`config.mk`:
```
export PLATFORM = sky130hd
export DESIGN_NAME = line_buffer_mc_stride
export DESIGN_NICKNAME = d
export VERILOG_FILES = /design/src/rtl/line_buffer_mc_stride.sv
export SDC_FILE = /design/constraint.sdc
export NUM_CORES = 1
export LEC_CHECK = 0
export CAP_MARGIN = 20
export CORE_ASPECT_RATIO = 0.75
export CORE_MARGIN = 2
export CORE_UTILIZATION = 24
export CTS_BUF_LIST = sky130_fd_sc_hd__clkbuf_16
export DETAILED_ROUTE_END_ITERATION = 8
export SLEW_MARGIN = 30
export SYNTH_ARGS = -nofsm -noshare
export SYNTH_HDL_FRONTEND = slang
export SYNTH_SLANG_ARGS = --single-unit
```
`constraint.sdc`:
```
create_clock -name clk -period 4.78 [get_ports clk]
set_input_delay 0.956 -clock clk [delete_from_list [all_inputs] [get_ports clk]]
set_output_delay 0.956 -clock clk [all_outputs]
set_load 0.02 [all_outputs]
```
`src/rtl/line_buffer_mc_stride.sv`:
```
// Strided KYxKX multi-channel window generator over a raster pixel stream.
// KY-1 line memories plus a KX-column shift register feed a registered window output.
module line_buffer_mc_stride #(
   parameter  int I_F_BW = 8,
   parameter  int CH     = 1,
   parameter  int IX     = 28,
   parameter  int IY     = 28,
   parameter  int KX     = 5,
   parameter  int KY     = 5,
   parameter  int STRIDE = 1,
   localparam int OX     = (IX - KX) / STRIDE + 1,
   localparam int OY     = (IY - KY) / STRIDE + 1,
   localparam int OXW    = (OX > 1) ? $clog2(OX) : 1,
   localparam int OYW    = (OY > 1) ? $clog2(OY) : 1,
   localparam int PW     = CH * I_F_BW
) (
   input  logic                      clk,
   input  logic                      reset_n,
   input  logic                      i_in_valid,
   input  logic                      i_sof,
   input  logic [PW-1:0]             i_in_pixel,
   output logic                      o_window_valid,
   output logic [KX*KY*PW-1:0]       o_window,
   output logic [OXW-1:0]            o_out_x,
   output logic [OYW-1:0]            o_out_y,
   output logic                      o_last
);

   localparam int XW = $clog2(IX);
   localparam int YW = $clog2(IY);
   localparam int SW = (STRIDE > 1) ? $clog2(STRIDE) : 1;

   logic [XW-1:0]  x_q, x_d, cur_x;
   logic [YW-1:0]  y_q, y_d, cur_y;
   logic [SW-1:0]  xph_q, xph_d, cur_xph;
   logic [SW-1:0]  yph_q, yph_d, cur_yph;
   logic [OXW-1:0] ox_q, ox_d, cur_ox;
   logic [OYW-1:0] oy_q, oy_d, cur_oy;
   logic           col_hit, row_hit, fire, last_d;
   logic [KX*KY*PW-1:0] win_d;

   logic [PW-1:0] line_q   [KY-1][IX];
   logic [PW-1:0] cols_q   [KX-1][KY];
   logic [PW-1:0] cur_cols [KX][KY];

   always_comb begin
      // i_sof overrides the stored position so the current pixel is (0,0)
      cur_x   = i_sof ? '0 : x_q;
      cur_y   = i_sof ? '0 : y_q;
      cur_xph = i_sof ? '0 : xph_q;
      cur_yph = i_sof ? '0 : yph_q;
      cur_ox  = i_sof ? '0 : ox_q;
      cur_oy  = i_sof ? '0 : oy_q;

      col_hit = (cur_x >= XW'(KX - 1)) && (cur_xph == '0);
      row_hit = (cur_y >= YW'(KY - 1)) && (cur_yph == '0);
      fire    = i_in_valid && col_hit && row_hit;
      last_d  = fire && (cur_ox == OXW'(OX - 1)) && (cur_oy == OYW'(OY - 1));

      x_d   = x_q;
      y_d   = y_q;
      xph_d = xph_q;
      yph_d = yph_q;
      ox_d  = ox_q;
      oy_d  = oy_q;
      if (i_in_valid) begin
         x_d   = cur_x + 1'b1;
         y_d   = cur_y;
         xph_d = cur_xph;
         yph_d = cur_yph;
         ox_d  = cur_ox;
         oy_d  = cur_oy;
         if (cur_x >= XW'(KX - 1)) begin
            xph_d = (cur_xph == SW'(STRIDE - 1)) ? '0 : cur_xph + 1'b1;
            if (col_hit) ox_d = cur_ox + 1'b1;
         end
         if (cur_x == XW'(IX - 1)) begin
            x_d   = '0;
            xph_d = '0;
            ox_d  = '0;
            if (cur_y == YW'(IY - 1)) begin
               y_d   = '0;
               yph_d = '0;
               oy_d  = '0;
            end else begin
               y_d = cur_y + 1'b1;
               if (cur_y >= YW'(KY - 1)) begin
                  yph_d = (cur_yph == SW'(STRIDE - 1)) ? '0 : cur_yph + 1'b1;
                  if (row_hit) oy_d = cur_oy + 1'b1;
               end
            end
         end
      end

      // column KX-1 is the column being written this cycle, oldest line on top
      for (int unsigned wx = 0; wx < KX - 1; wx++)
         cur_cols[wx] = cols_q[wx];
      for (int unsigned wy = 0; wy < KY - 1; wy++)
         cur_cols[KX-1][wy] = line_q[wy][cur_x];
      cur_cols[KX-1][KY-1] = i_in_pixel;

      win_d = '0;
      for (int unsigned wy = 0; wy < KY; wy++)
         for (int unsigned wx = 0; wx < KX; wx++)
            win_d[(wy*KX + wx)*PW +: PW] = cur_cols[wx][wy];
   end

   always_ff @(posedge clk) begin
      if (i_in_valid) begin
         for (int unsigned n = 0; n + 1 < KY - 1; n++)
            line_q[n][cur_x] <= line_q[n+1][cur_x];
         line_q[KY-2][cur_x] <= i_in_pixel;
         for (int unsigned i = 0; i < KX - 1; i++)
            cols_q[i] <= cur_cols[i+1];
      end
   end

   always_ff @(posedge clk or negedge reset_n) begin
      if (!reset_n) begin
         x_q            <= '0;
         y_q            <= '0;
         xph_q          <= '0;
         yph_q          <= '0;
         ox_q           <= '0;
         oy_q           <= '0;
         o_window_valid <= 1'b0;
         o_last         <= 1'b0;
         o_window       <= '0;
         o_out_x        <= '0;
         o_out_y        <= '0;
      end else begin
         x_q            <= x_d;
         y_q            <= y_d;
         xph_q          <= xph_d;
         yph_q          <= yph_d;
         ox_q           <= ox_d;
         oy_q           <= oy_d;
         o_window_valid <= fire;
         o_last         <= last_d;
         if (fire) begin
            o_window <= win_d;
            o_out_x  <= cur_ox;
            o_out_y  <= cur_oy;
         end
      end
   end

endmodule

```
; ---- After elaboration in Yosys (flattened, before gate mapping)
; Memory sizes are Yosys's and may differ from the RTL's. A register that Yosys moved wholly into a read port is not among the register bits.
; Index checks and enable logic that the tools add are counted.
[classes]
n_bitwise = 3
addsub = 6
n_eq_ne = 4
muxes = 40
reduce_logical = 8
n_lt_le_gt_ge = 4
[ops]
columns = op, count
row1 = 224-bit 2-to-1 mux, 1
row2 = 8-bit binary-select mux with 5-bit select, 4
row3 = 8-bit 2-to-1 mux, 9
row4 = 5-bit 2-to-1 mux, 14
row5 = 8-bit demux with 5-bit select, 1
row6 = "5-bit by 1-bit adder with 5-bit output, second input constant", 4
row7 = "5-bit == test, second input constant", 4
row8 = 1-bit 2-to-1 mux, 11
row9 = "5-bit by 3-bit >= comparator with 1-bit output, second input constant", 2
row10 = 1-bit logical AND, 7
row11 = "6-bit >= comparator, second input constant", 1
row12 = "6-bit by 1-bit < comparator with 1-bit output, second input constant", 1
row13 = 5-bit NOT with 6-bit output, 1
row14 = "1-bit adder, second input constant", 2
row15 = 1-bit NOT, 2
row16 = 1-bit logical NOT, 1
[totals]
output_inout_bits = 212
ram_bits = 1056
n_memories = 2
elab_cells = 78
ff_bits = 234
inputBits = 12
[memory_table]
columns = memory, words, word_bits, rd, rd_clocked_by_memory_dff, wr, line
row1 = line_q, 4, 224, 4, 0, 4, 42  ; logic [PW-1:0] line_q [KY-1][IX];
row2 = cols_q, 4, 40, 4, 1, 4, 43  ; logic [PW-1:0] cols_q [KX-1][KY];

; ---- Logic depth before layout (Yosys ltp)
; Gate-level depths: netlist (run 1).
[depth]
depth_word = 7
ltp_mapped = 13
depth_no_buf = 9

; ---- Worst setup path after synthesis (run 1)
; OpenSTA, ideal clock, no wires.
[synth_timing]
path_kind = input to register
startpoint = input port i_sof
endpoint = memory line_q[0][128] (netlist bit), enable pin
setup_slack_ps = -275
path_stages = 9
required_time_ps = 4319
arrival_time_ps = 4594
setup_ps = 461
path_buffers = 4
path_cell_list = buf_6 -> nand2b_1 -> buf_2 -> inv_2 -> clkbuf_1 -> ha_1 -> clkbuf_1 -> nand2_1 -> nor3_1
[synth_rtl]
columns = element, line
row1 = from (decl), 20  ; input logic i_sof,
row2 = to (decl), 42

==> results of run 1 <==
cell families after synthesis:
kind of cell               Yosys count  synth area share [%]
DFF                               1290                  76.0
and+or+nand+nor                    907                  7.76
AOI/OAI and AO/OA                  530                  7.75
muxes                              266                  6.01
buffers and inverters              215                  2.25
adders and majority gates            8                 0.203
xor gates and xnor gates             1                0.0177
where the power goes:
group          switching, uW  internal, uW
logic                   3090          1780
clock network           4430          5530
registers                645         13500
total                   8160         20800
sequential cells by signal, indices dropped and copies added (netlist names), 5 cells and up:
name,count
o_out_y,5
ox_q,5
x_q,5
y_q,5
oy_q,5
line_q,896
o_out_x,5
cols_q,160
o_window,200
worst min-delay path by stage:
stage | startpoint | to | slack (ps) | cells after the start
global placement | cols_q[0][27] | o_window[43] | 420 | 2
CTS | reset_n | o_window[100] | 220 | 1
detailed placement | cols_q[0][33] | o_window[1] | 420 | 2
floorplan | cols_q[0][32] | o_window[0] | 410 | 2
global route | reset_n | o_window[86] | 270 | 1
finish | reset_n | o_window[86] | 230 | 1
layout by cell type, fill, tap and decap left out, types with 8 or more instances in the layout:
cell type,count
edfxtp_1,1056
nand2_1,662
dfrtp_1,231
clkdlybuf4s50_1,218
mux2i_1,157
buf_4,149
clkbuf_16,132
mux2_2,94
o221ai_1,72
a21oi_1,70
o21ai_0,68
nor2_1,67
a211oi_1,65
o22ai_1,59
nor2b_1,49
inv_1,41
a31oi_1,37
clkinv_1,26
a311oi_1,25
nor3_1,23
nor2_4,20
clkinv_2,17
buf_12,17
and2_1,16
mux4_2,15
a22o_1,15
a221oi_1,14
a22oi_1,14
nand3b_1,13
nor3_2,13
a32oi_1,12
o32ai_1,11
o31ai_1,10
o22a_1,8
ha_1,8
bufinv_16,8
layer usage:
metal	wire length [um]	vias to the layer above
met2	63600	1414
met3	15500	235
met4	4250	8
met5	46	-
li1	-	12879
met1	63100	15129
final cells by class:
type | count | share of cell area [%]
clock inverters | 109 | 1.44
well taps | 2701 | 5.64
clock buffers | 132 | 5.51
inverters | 13 | 0.0939
flip-flops and latches | 1290 | 62.7
diodes | 1 | 0.00418
multi-input cells | 1712 | 18.4
repair buffers | 390 | 6.23
metrics by stage:
stage | setup TNS, ps | utilization [%] | cell area (sq um) | worst slack [ps] | total power, uW
floorplan | -26370 | - | 49400 | -275 | 16500
global placement | 0 | 27.2 | 55700 | 805 | 19200
detailed placement | 0 | 27.2 | 55700 | 671 | 19300
CTS | 0 | 29.2 | 59900 | 1080 | 29200
global route | 0 | 29.2 | 59900 | 1020 | 30000
finish | 0 | 29.2 | 59900 | 1180 | 29000
cells in the mapped netlist (all sizes together), types with 11 or more instances:
library cell	count
a31oi	37
mux4	15
mux2i	157
inv	12
a22oi	14
clkbuf	70
nand2	662
a21oi	70
edfxtp	1056
o221ai	72
a221oi	14
mux2	94
a22o	15
nor2b	52
a2111oi	14
nor3	38
nor2	90
o21ai	71
a32oi	12
a311oi	25
buf	132
nand3b	14
and2	16
o22ai	59
a211oi	66
dfrtp	234
o32ai	11
worst reg2reg max path, delay by kind of cell, from the launching register on:
kind / cells / cell delay (ps)
buffers and inverters: 3 / 1180
DFF: 1 / 870
AOI/OAI and AO/OA: 2 / 610
muxes: 1 / 390
and+or+nand+nor: 2 / 230
==> metrics.cfg, run 1 <==
[run_status]
status = completed

[floorplan]
fp.dieArea_sq_mm = 0.210
fp-row-count = 144
initial_utilization_pct = 24.1
die_y_um = 397
pin_count = 224
core_sq_mm = 0.205
die_w_um = 528

[timing]
hold_violations = 0
worst_pin_slew_ps = 999
timing.final.crit_period_ps = 3600
timing.hold.ws_ps = 226
max_freq_ghz = 0.278
maxSlewViolCount = 0
setup_violations = 0
rsz0062_at_grt = false
slew-limit-headroom_pct = 33.4
period_share_pct = 75.3
clock_skew_ps = 25.3

[routing]
vias_per_cell = 4.67
routed_wl_mm = 146
ant_nets = 0
drc = 0
drt-wirelength-per-cell_um = 23.1
firstDrtPassIters = 6
dr_total_vias = 29665
drtIter0Drc = 3410

[yosys]
syn_area_sq_mm = 0.0494
async_flop_share_pct = 18.1
synth-seq-area-share_pct = 76.0
postSynthAreaPerCell_sq_um = 15.4
synth_cell_types = 71
yosys_warnings = 0
synth_fp_nets = 3237
synth_area_leaders = edfxtp_1, dfrtp_1, nand2_1
synth_cells = 3217
synth.top_cell.area_share_pct = 64.2
synth_top_cell_by_area = edfxtp_1
synth-edff-count = 1056
ys_ff_latch = 1290
synth_ff_type = edfxtp_1

[clock_network]
postCtsSetupBuffers = 0
cts_hold_buf = 0
clockRootBuffer = clkbuf_16
cts_buffer_depth = 3
clock_latency_ps = 770
cts_resized = 0
cts_sinks = 1290
htreeDepth = 4
cts_buffers = 132
clk_pin_slew_ps = 60
tritoncts = built

[place]
numPlacedInstances = 6104
dpl.hpwl_mm = 91.1
port_buffers = 223
gp_congestion = 0.838

[layout]
areaGrowthSynthToFinish_pct = 21.3
final_nets = 3559
multi_input_area_sq_mm = 0.0110
drive_gt1_share_pct = 14.6
stdcell_count = 6348
n_fill_cell = 20353
regArea_sq_mm = 0.0376

[worst_setup_path]
cp-end-kind = register
r2r_setup_slack_ps = 1180
crit_required_ps = 5230
arrival_ps = 4050
cp_top_family = buffers and inverters
reg2reg_to = line_q[1][46]
crit_chain = buf_12 -> buf_4 -> mux2_2 -> o22ai_1 -> nor2_1 -> a211oi_2 -> nand3_1 -> buf_4
cp.depth = 8
crit_fanout = 60
cpPeakStageDelay_ps = 870
crit_start = x_q[0]
worstSetupPathType = reg -> reg
cp-start-kind = register
path_common_cell = buf_4
worstReg2RegStart = x_q[0]
slowest_stage = dfrtp_4
endpoint = line_q[1][46]
rr_worst_depth = 8
worst-path-buf-inv = 3

[pwr]
power.density_mw_per_mm2 = 483
irDropWorstVdd_uv = 236
leakage_uw = 0.0213

[global_routing]
globalRoute.busiestLayer = met2
met2_usage_pct = 19.9
global_route.overflow_total = 0
use_met1_pct = 18.9
antenna_found_initial = 7
grt_max_degree = 184
first_global_vias = 28889
track_usage_pct = 13.6
grt_pass1_wl_mm = 209
grtUsageMet3_pct = 4.56

[worst_hold_path]
hp-class = in -> async

[flow_run]
drv_cap = 0

Power figures use the tool's default switching activity.
==> inputs of run 2 (changes only) <==
clock period = 3.7 ns   (was 4.78 ns; I/O delays follow)
==> run 2 against run 1 <==
Sequential power increased by 29%. Final cell count increased by 0.14%. Combinational power increased by 34%. Routed wire length decreased by 0.45%. Critical path depth unchanged. Largest power group unchanged. Worst setup slack got worse by 710 ps. Die area unchanged. Hold slack got worse by 150 ps. First-iteration DRC count decreased by 1.7%.
==> metrics.cfg, run 2 (synthesis results as in run 1) <==
[timing]
maxSlewViolCount = 0  ; unchanged
worst_pin_slew_ps = 1020  ; +18.1 ps
slew-limit-headroom_pct = 32.2  ; -1.2 points
rsz0062_at_grt = false
hold_violations = 0  ; unchanged
postLayoutSetupSlackWorst_ps = 475  ; -705 ps
fin_setup_tns_ps = 0  ; unchanged
max_freq_ghz = 0.310  ; +12%
setup_violations = 0  ; unchanged
period_share_pct = 87.2  ; +12 points
timing.final.crit_period_ps = 3230  ; -375 ps
clock_skew_ps = 41.1  ; +15.7 ps

[flow_run]
drv_cap = 0  ; unchanged

[worst_hold_path]
hp-class = in -> async

[global_routing]
global_route.overflow_total = 0  ; unchanged
first_global_vias = 28416  ; -1.6%
antenna_found_initial = 8  ; +1
grt_max_degree = 126  ; -32%
track_usage_pct = 13.5  ; -0.13 points
grt_pass1_wl_mm = 208  ; -0.36%

[layout]
final_common_cell = edfxtp_1
largest_reg_flops = 896  ; unchanged
top_regs = line_q: 896 flops, o_window: 200 flops, cols_q: 160 flops
final_nets = 3569  ; +0.28%
n_fill_cell = 20266  ; -0.43%
largest-register = line_q
layout_common_cells = edfxtp_1, nand2_1, dfrtp_1
drive_gt1_share_pct = 14.6  ; -0.032 points
areaGrowthSynthToFinish_pct = 22.0
utilization_pct = 29.4  ; +0.18 points

[routing]
firstDrtPassIters = 6  ; unchanged
vias_per_cell = 4.70  ; +0.58%
drt-wirelength-per-cell_um = 22.9  ; -0.59%
dr_total_vias = 29878  ; +0.72%
routed_wl_mm = 146  ; -0.45%
drtIter0Drc = 3353  ; -1.7%
ant_nets = 0  ; unchanged
drc = 0  ; unchanged

[clock_network]
tritoncts = built
htreeDepth = 3  ; -1
clock_latency_ps = 770  ; about the same
clk_pin_slew_ps = 60  ; about the same
cts_resized = 0  ; unchanged
cts_buffer_depth = 3  ; unchanged
postCtsSetupBuffers = 0  ; unchanged
clockRootBuffer = clkbuf_16
cts_hold_buf = 0  ; unchanged
cts_sinks = 1290  ; unchanged
cts_buffers = 121  ; -8.3%

[floorplan]
die_w_um = 528  ; unchanged
pin_count = 224  ; unchanged
die_y_um = 397  ; unchanged
fp.dieArea_sq_mm = 0.210  ; unchanged
initial_utilization_pct = 24.1  ; unchanged
fp-row-count = 144  ; unchanged
core_sq_mm = 0.205  ; unchanged

[worst_setup_path]
worstSetupPathType = reg -> reg
arrival_ps = 3720  ; -330 ps
r2r_setup_slack_ps = 470  ; -710 ps
cp-end-kind = register
crit_fanout = 36  ; -40%
rr_worst_depth = 8  ; unchanged
cp-start-kind = register
crit_required_ps = 4190  ; -1040 ps

[run_status]
status = completed

[place]
post-place-ws_ps = 246  ; -425 ps
port_buffers = 223  ; unchanged
dpl.hpwl_mm = 92.4  ; +1.4%
gp_congestion = 0.815  ; -2.7%

[pwr]
leakage_uw = 0.0214  ; +0.45%
irDropWorstVdd_uv = 393  ; +67%
p_total_uw = 37000  ; +28%
power.density_mw_per_mm2 = 613  ; +27%

run 2: path summary, 6_finish.rpt:
kind                                 endpoint          start
worst max-delay path            line_q[1][36]         x_q[0]
worst min-delay path             o_window[89]        reset_n
worst max register to register  line_q[1][36]         x_q[0]
worst min register to register  cols_q[1][20]  cols_q[2][20]
max in group asynchronous       o_window[148]        reset_n
min in group clk                cols_q[2][38]     i_in_valid
run 2: where the power goes:
part	switching, uW	internal (uW)
Combinational	4020	2490
Clock	5560	6660
Sequential	821	17400
run 2: worst max-delay path: stages, from the launching register on:
cell and delay, ps:
dfrtp_4 790, buf_12 340, buf_4 290, mux2_2 350
o22ai_1 240, nor2_1 70, a32oi_1 340, nand3b_1 230
buf_12 230
run 2: stage by stage:
stage / instance area (sq um) / hold slack, ps / std cells
after floorplan: 49500 / 415 / 3217
after global placement: 56400 / 421 / 6127
after detailed placement: 56400 / 421 / 6127
after CTS: 60300 / 70.1 / 6355
after global routing: 60300 / 94.2 / 6356
final: 60300 / 74.4 / 6357
run 2: final cells by class:
| class | instances | area [sq um] | area share [%] |
|---|---|---|---|
| timing repair buffer | 411 | 4370 | 7.25 |
| multi-input combinational | 1712 | 11000 | 18.3 |
| tap | 2701 | 3380 | 5.60 |
| clock buffer | 121 | 3030 | 5.02 |
| inverter | 13 | 56.3 | 0.0934 |
| clock inverter | 107 | 855 | 1.42 |
| antenna | 2 | 5.00 | 0.00830 |
| sequential | 1290 | 37600 | 62.3 |
run 2: layer usage:
layer | up-vias | global-route usage (%) | routed length, um
met5 | - | 0 | 34
met4 | 6 | 2.17 | 2180
met3 | 186 | 2.94 | 13500
met2 | 1478 | 20.2 | 64400
met1 | 15301 | 20.2 | 65700
li1 | 12907 | - | -
